--- src/rtl/alu_pkg.sv ---
// alu_pkg: shared command enum and default WIDTH for alu_4b and its bench
package alu_pkg;
  localparam int WIDTH = 4;
  typedef enum logic [2:0] {
    ALU_NOP = 3'd0,
    ALU_ADD = 3'd1,
    ALU_SUB = 3'd2,
    ALU_AND = 3'd3,
    ALU_OR  = 3'd4,
    ALU_SLT = 3'd5,
    ALU_NOT = 3'd6,
    ALU_XOR = 3'd7
  } alu_cmd_e;
endpackage

--- src/rtl/alu_if.sv ---
// alu_if: alu_4b bus (in_valid/a/b/command in; sum/out_valid out; carry/zero only with ALU_FLAGS_EN)
interface alu_if #(parameter int WIDTH = alu_pkg::WIDTH);
  logic             in_valid;
  logic [WIDTH-1:0] a;
  logic [WIDTH-1:0] b;
  logic [2:0]       command;
  logic [WIDTH-1:0] sum;
  logic             out_valid;
`ifdef ALU_FLAGS_EN
  logic             carry;
  logic             zero;
  modport master(output in_valid, a, b, command, input sum, out_valid, carry, zero);
  modport slave(input in_valid, a, b, command, output sum, out_valid, carry, zero);
`else
  modport master(output in_valid, a, b, command, input sum, out_valid);
  modport slave(input in_valid, a, b, command, output sum, out_valid);
`endif
endinterface

--- src/rtl/alu_comb.sv ---
// alu_comb: combinational a/b/command -> res (plus carry/zero with ALU_FLAGS_EN)
module alu_comb
  import alu_pkg::*;
#(
  parameter int WIDTH = alu_pkg::WIDTH
) (
  input  logic [WIDTH-1:0] a,
  input  logic [WIDTH-1:0] b,
  input  logic [2:0]       command,
`ifdef ALU_FLAGS_EN
  output logic             carry,
  output logic             zero,
`endif
  output logic [WIDTH-1:0] res
);
  always_comb begin
    res = '0;
    case (alu_cmd_e'(command))
      ALU_ADD: res = a + b;
      ALU_SUB: res = a - b;
      ALU_AND: res = a & b;
      ALU_OR:  res = a | b;
      ALU_SLT: res = {{(WIDTH-1){1'b0}}, a < b};
      ALU_NOT: res = ~a;
      ALU_XOR: res = a ^ b;
      default: res = '0;
    endcase
  end
`ifdef ALU_FLAGS_EN
  assign carry = (command == ALU_ADD) ? (res < a) : (command == ALU_SUB) ? (a < b) : 1'b0;
  assign zero  = (res == '0);
`endif
endmodule

--- src/rtl/alu_4b.sv ---
// alu_4b: registered ALU, 1-cycle latency; ports clk, rst (async high), bus (alu_if.slave); flags via ALU_FLAGS_EN
module alu_4b
  import alu_pkg::*;
#(
  parameter int WIDTH = alu_pkg::WIDTH
) (
  input logic  clk,
  input logic  rst,
  alu_if.slave bus
);
  logic [WIDTH-1:0] res, sum_d, sum_q;
  logic             out_valid_d, out_valid_q;
`ifdef ALU_FLAGS_EN
  logic carry, zero, carry_d, carry_q, zero_d, zero_q;
`endif
  alu_comb #(.WIDTH(WIDTH)) u_comb (
    .a(bus.a),
    .b(bus.b),
    .command(bus.command),
`ifdef ALU_FLAGS_EN
    .carry(carry),
    .zero(zero),
`endif
    .res(res)
  );
  always_comb begin
    sum_d       = bus.in_valid ? res : sum_q;
    out_valid_d = bus.in_valid;
  end
  always_ff @(posedge clk or posedge rst) begin
    if (rst) begin
      sum_q       <= '0;
      out_valid_q <= 1'b0;
    end else begin
      sum_q       <= sum_d;
      out_valid_q <= out_valid_d;
    end
  end
  assign bus.sum       = sum_q;
  assign bus.out_valid = out_valid_q;
`ifdef ALU_FLAGS_EN
  always_comb begin
    carry_d = bus.in_valid ? carry : carry_q;
    zero_d  = bus.in_valid ? zero : zero_q;
  end
  always_ff @(posedge clk or posedge rst) begin
    if (rst) begin
      carry_q <= 1'b0;
      zero_q  <= 1'b1;
    end else begin
      carry_q <= carry_d;
      zero_q  <= zero_d;
    end
  end
  assign bus.carry = carry_q;
  assign bus.zero  = zero_q;
`endif
endmodule

--- src/flat_wrapper.sv ---
// flat-port wrapper written by rule: the top's interface ports become plain ports
module alu_4b_flat import alu_pkg::*;
#(
  parameter int WIDTH = alu_pkg::WIDTH
)
  (clk, rst, bus_in_valid, bus_a, bus_b, bus_command, bus_sum, bus_out_valid);
  alu_if #(.WIDTH(WIDTH)) bus_i ();
  input logic clk;
  input logic rst;
  input wire logic [$bits(bus_i.in_valid)-1:0] bus_in_valid;
  input wire logic [$bits(bus_i.a)-1:0] bus_a;
  input wire logic [$bits(bus_i.b)-1:0] bus_b;
  input wire logic [$bits(bus_i.command)-1:0] bus_command;
  output wire logic [$bits(bus_i.sum)-1:0] bus_sum;
  output wire logic [$bits(bus_i.out_valid)-1:0] bus_out_valid;
  assign bus_i.in_valid = bus_in_valid;
  assign bus_i.a = bus_a;
  assign bus_i.b = bus_b;
  assign bus_i.command = bus_command;
  assign bus_sum = bus_i.sum;
  assign bus_out_valid = bus_i.out_valid;
  alu_4b #(.WIDTH(WIDTH)) u_core (.clk(clk), .rst(rst), .bus(bus_i));
endmodule
--- config.mk ---
export PLATFORM = sky130hd
export DESIGN_NAME = alu_4b_flat
export DESIGN_NICKNAME = d
export VERILOG_FILES = /design/src/rtl/alu_pkg.sv /design/src/rtl/alu_if.sv /design/src/rtl/alu_comb.sv /design/src/rtl/alu_4b.sv /design/src/flat_wrapper.sv
export SDC_FILE = /design/constraint.sdc
export NUM_CORES = 1
export LEC_CHECK = 0
export BUFFER_PORTS_ARGS = -buffer_cell sky130_fd_sc_hd__buf_2
export CORE_MARGIN = 4
export CORE_UTILIZATION = 45
export DETAILED_ROUTE_END_ITERATION = 8
export PLACE_DENSITY_LB_ADDON = 0.15
export SYNTH_ARGS = -nofsm -noshare
export SYNTH_HDL_FRONTEND = slang
export SYNTH_SLANG_ARGS = --single-unit
export TNS_END_PERCENT = 100
--- constraint.sdc ---
create_clock -name clk -period 0.8 [get_ports clk]
set_clock_uncertainty 0.1 [all_clocks]
set_input_delay 0.2 -clock clk [delete_from_list [all_inputs] [get_ports clk]]
set_output_delay 0.2 -clock clk [all_outputs]
set_load 0.1 [all_outputs]
; After elaboration in Yosys (flattened, before gate mapping)
; Index checks and enable logic that the tools add are counted.
[op_classes]
n_mux = 1
add_sub_neg = 2
bitwise_logic = 4
magnitude_cmp = 1
n_eq_ne = 7
[ops]
columns = cell, count
row1 = $pmux W4 S7, 1
row2 = $eq A3 B3 Y1 const B, 4
row3 = $eq A3 B2 Y1 const B, 2
row4 = $add A4 B4 Y4, 1
row5 = $and A4 B4 Y4, 1
row6 = $lt A4 B4 Y1, 1
row7 = $not A4 Y4, 1
row8 = $or A4 B4 Y4, 1
row9 = $sub A4 B4 Y4, 1
row10 = $xor A4 B4 Y4, 1
row11 = $eq A3 B1 Y1 const B, 1
[totals]
register_bits = 5
output_inout_bits = 5
in_bits = 14
elab_cells = 17

; Depth between registers and ports, before layout
[logic_depth]
depth_word = 2
depth_mapped = 8
mapped_depth_nobuf = 8

; Modules after synthesis
; From an unflattened synthesis, not the netlist that was laid out.
[hier_totals]
cells_unflattened = 80
area_unflattened_um2 = 708.2
[by_module_without_submodules]
columns = mod, cells_each, area_each_um2, seq_area_each_um2, instances
row1 = alu_comb, 70, 534.3, 0.0, 1
row2 = alu_4b, 10, 173.9, 125.1, 1

; Worst setup path before layout
; Ideal clock, no wire load.
[synth_timing]
path_type = input port to flip-flop
from = in bus_a[0]
to = reg u_core.sum_q[2], in the netlist u_core.bus.sum[2]
setup_ps = 151
path_buffers = 0
path_slack_ps = -795
cell_stages = 8
t_arrival_ps = 1343
t_required_ps = 549
path_cell_list = inv_1 > ha_1 > fa_1 > xnor2_1 > nor2_1 > a21oi_1 > o22a_1 > o221ai_1
[synth_between]
elab_chain_cells = 2
word_cells_on_any_way = 3
classes_between = add/sub (2) / mux (1)
[synth_rtl]
columns = element, line
row1 = from (decl), flat_wrapper.sv:11  ; input wire logic [$bits(bus_i.a)-1:0] bus_a;
row2 = $sub A4 B4 Y4 / $add A4 B4 Y4 (equally long branches), "alu_comb.sv:20, alu_comb.sv:19"
row3 = $pmux W4 S7 *, alu_comb.sv:18  ; case (alu_cmd_e'(command))
row4 = to (signal assigned), alu_4b.sv:35  ; sum_q <= sum_d;
row5 = to (decl), alu_4b.sv:11  ; logic [WIDTH-1:0] res, sum_d, sum_q;
; Mark *: on every way between the ends. The rest lies on a longest branch, timed or not.
; A chain may end at the register's enable or synchronous reset.

; Worst setup path after layout
[layout_timing]
from = in bus_a[0]
to = reg u_core.sum_q[1], in the netlist u_core.bus.sum[1]
; The elaborated chain is that of the path after synthesis.

==> impl_metrics.yaml <==
outcome:
  status: "finished, violations left"
  violations: "negative setup slack"
synthesis:
  yosys_warnings: 0
  synth.cell_area_um2: 726
  yosysMostFrequentCell: "inv_1"
  synth_area_per_cell_um2: 8.25
  ys.flop_type: "dfrtp_1"
  synth_common_cells: "14 x inv_1, 12 x ha_1, 9 x nor2_1, 6 x a21oi_1, 5 x dfrtp_1"
  synth_area_leaders: "ha_1 21%, dfrtp_1 17%, inv_1 7.2%, fa_1 5.5%, nor2_1 4.7%"
  syn-instance-count: 88
  synth-seq-cells: 5
  seq_area_frac_synth_pct: 17.2
  synth_edf_count: 0
  synth_nets: 116
  yosys.area.top_type: "ha_1"
  synthArstFlopShare_pct: 100
  yosys.cell_types.count: 33
  synth_top_area_share_pct: 20.7
floorplan:
  die_area_um2: 2320
  fp.dieH_um: 48.2
  io_pins: 19
  start_util_pct: 48.2
  coreArea_um2: 1510
  dieWidth_um: 48.2
  rows: 14
timing:
  fin_crit_sh_pct: 188
  fin_crit_ns: 1.50
  setup_viol: 9
  max_slew_margin_pct: 79.5
  rsz0062_at_grt: "true"
  worst_pin_slew_ns: 0.304
  fmax_mhz: 667
  drv_slew: 0
  layout_setup_ws_ns: -0.700
  hold_viol: 0
global_routing:
  grt_max_degree: 10
  track_usage_pct: 22.3
  grt.overflow.total: 0
  antenna_found_initial: 0
  grt_pass1_wl_um: 3590
  grt_pass1_vias: 918
clock_network:
  cts_tree: "yes"
  cts.sinks: 5
  cts-root-buf: "clkbuf_4"
  htree_levels: 1
  path_clk_slew_ns: 0.05
  clock_latency_ns: 0.25
  numCtsBuffers: 3
  cts_buffer_depth: 2
detailed_routing:
  ant_nets: 0
  firstDrtPassIters: 4
  via_per_inst: 5.59
  routedWlPerCell_um: 16.4
  vias: 878
  drcViolationCount: 0
  wl_um: 2570
  drt_iter0_drc: 44
layout:
  fin_cells: 157
  fin_util_pct: 88.7
  drive_gt1_share_pct: 53.2
  areaGrowthSynthToFinish_pct: 84.1
  fin_nets: 170
  diodes: 0
setup_path:
  crit_required_ns: 0.82
  cp_max_fo: 2
  rr_endpoint: "u_core.bus.sum[2]$_DFFE_PP0P_"
  crit_arrival_ns: 1.52
  worstSetupEndpointType: "flip-flop"
  rr_worst_depth: 3
  critical_path_class: "input pin to flip-flop"
  critical_path.startpoint_type: "input pin"
  r2r_slack_ns: -0.20
  r2r-start: "u_core.bus.sum[2]$_DFFE_PP0P_"
pwr:
  ir_drop_mv: 1.22
  p_per_area_nw_per_um2: 1250
  p_leak_uw: 0.000649
placed_design:
  pre_cts_ws_ns: -1.05
  hpwl_um: 1750
  numPortBuffers: 18
  finalWeightedCongestion: 0.890
  placedCellCount: 150
hold_path:
  holdPathStages: 2
  min_to: "u_core.bus.out_valid$_DFF_PP0_"
  holdCritPathClass: "input pin to flip-flop"
  hold_start: "bus_in_valid"
run:
  maxCapViolCount: 0
-- flip-flops by register name, indices dropped and copies added (netlist names) --
name                  cells
u_core.bus.out_valid      1
u_core.bus.sum            4
-- logic make-up after synthesis --
kind of cell | count (synthesis) | synth area share [%]
mux | 2 | 2.93
simple gates | 24 | 16.9
fa+ha+maj | 14 | 26.2
xor+xnor | 3 | 3.62
flops | 5 | 17.2
buf+inv | 17 | 11.4
compound gates | 23 | 21.7
-- final cells by class --
type | instances | area, um2
clock buffer | 4 | 26.3
fill | 78 | 170
inverter | 14 | 72.6
multi-input combinational | 66 | 588
sequential | 5 | 144
tap | 16 | 20.0
timing repair buffer | 52 | 485
-- worst max path at each step --
stage,startpoint,to,slack (ns),cells after the start
2_1_floorplan,bus_a[0],u_core.bus.sum[1]$_DFFE_PP0P_,-0.78,7
3_3_place_gp,bus_a[0],u_core.bus.sum[1]$_DFFE_PP0P_,-1.03,8
3_5_place_dp,bus_a[0],u_core.bus.sum[1]$_DFFE_PP0P_,-1.05,8
4_1_cts,bus_a[0],u_core.bus.sum[1]$_DFFE_PP0P_,-0.69,8
5_1_grt,bus_a[0],u_core.bus.sum[1]$_DFFE_PP0P_,-0.77,8
6_report,bus_a[0],u_core.bus.sum[1]$_DFFE_PP0P_,-0.70,8
-- cell usage in the layout, fill, tap and decap left out, drive strengths merged, types with 2 or more instances in the layout --
master  netlist  routed
ha           12      12
nand3         4       4
o22a          2       2
fa            2       2
buf           3      51
xnor2         2       2
a21oi         7       7
dfrtp         5       5
nor2          9       9
inv          14      14
clkbuf        0       4
o22ai         2       2
nand2         3       3
o21ai         4       4
nand2b        4       4
-- where the power goes --
| part | switching, uW | leakage (uW) | internal (uW) |
|---|---|---|---|
| registers | 35.3 | 0.0000562 | 306 |
| clock network | 126 | 0.0000150 | 190 |
| logic | 543 | 0.000578 | 465 |
| total | 704 | 0.000649 | 960 |
-- per-stage QoR --
stage | setup TNS (ns) | hold WS (ns) | total power [uW] | area, um2
after global placement | -4.53 | -0.000265 | 1220 | 1180
after floorplan | -3.18 | -0.121 | 845 | 785
after CTS | -4.54 | 0.116 | 1610 | 1280
final | -4.57 | 0.133 | 1660 | 1340
after global routing | -4.89 | 0.132 | 1740 | 1340
after detailed placement | -4.71 | 0.0217 | 1250 | 1180
-- layer usage --
layer	up-vias	track usage, %	wire length, um
met5	-	0	0
met4	0	9.68	44
met3	8	4.80	156
met2	38	40.9	1410
met1	420	24.1	958
li1	412	-	-
-- timing repair --
item | in CTS | in global routing
endpoints found under the setup margin | 9 | 9
gates resized for setup | 11 | 15
hold buffers | 1 | 0
setup buffers | 2 | 0
pin swaps | 6 | 10
hold endpoints to repair | 5 | 0
-- critical path, stage by stage --
cell,delay (ns)
buf_12,0.10
inv_12,0.03
ha_4,0.15
fa_2,0.53
o22a_1,0.14
nor2_1,0.06
a221oi_2,0.21
o22ai_1,0.10
No activity file was read; power rests on OpenSTA's default activity.
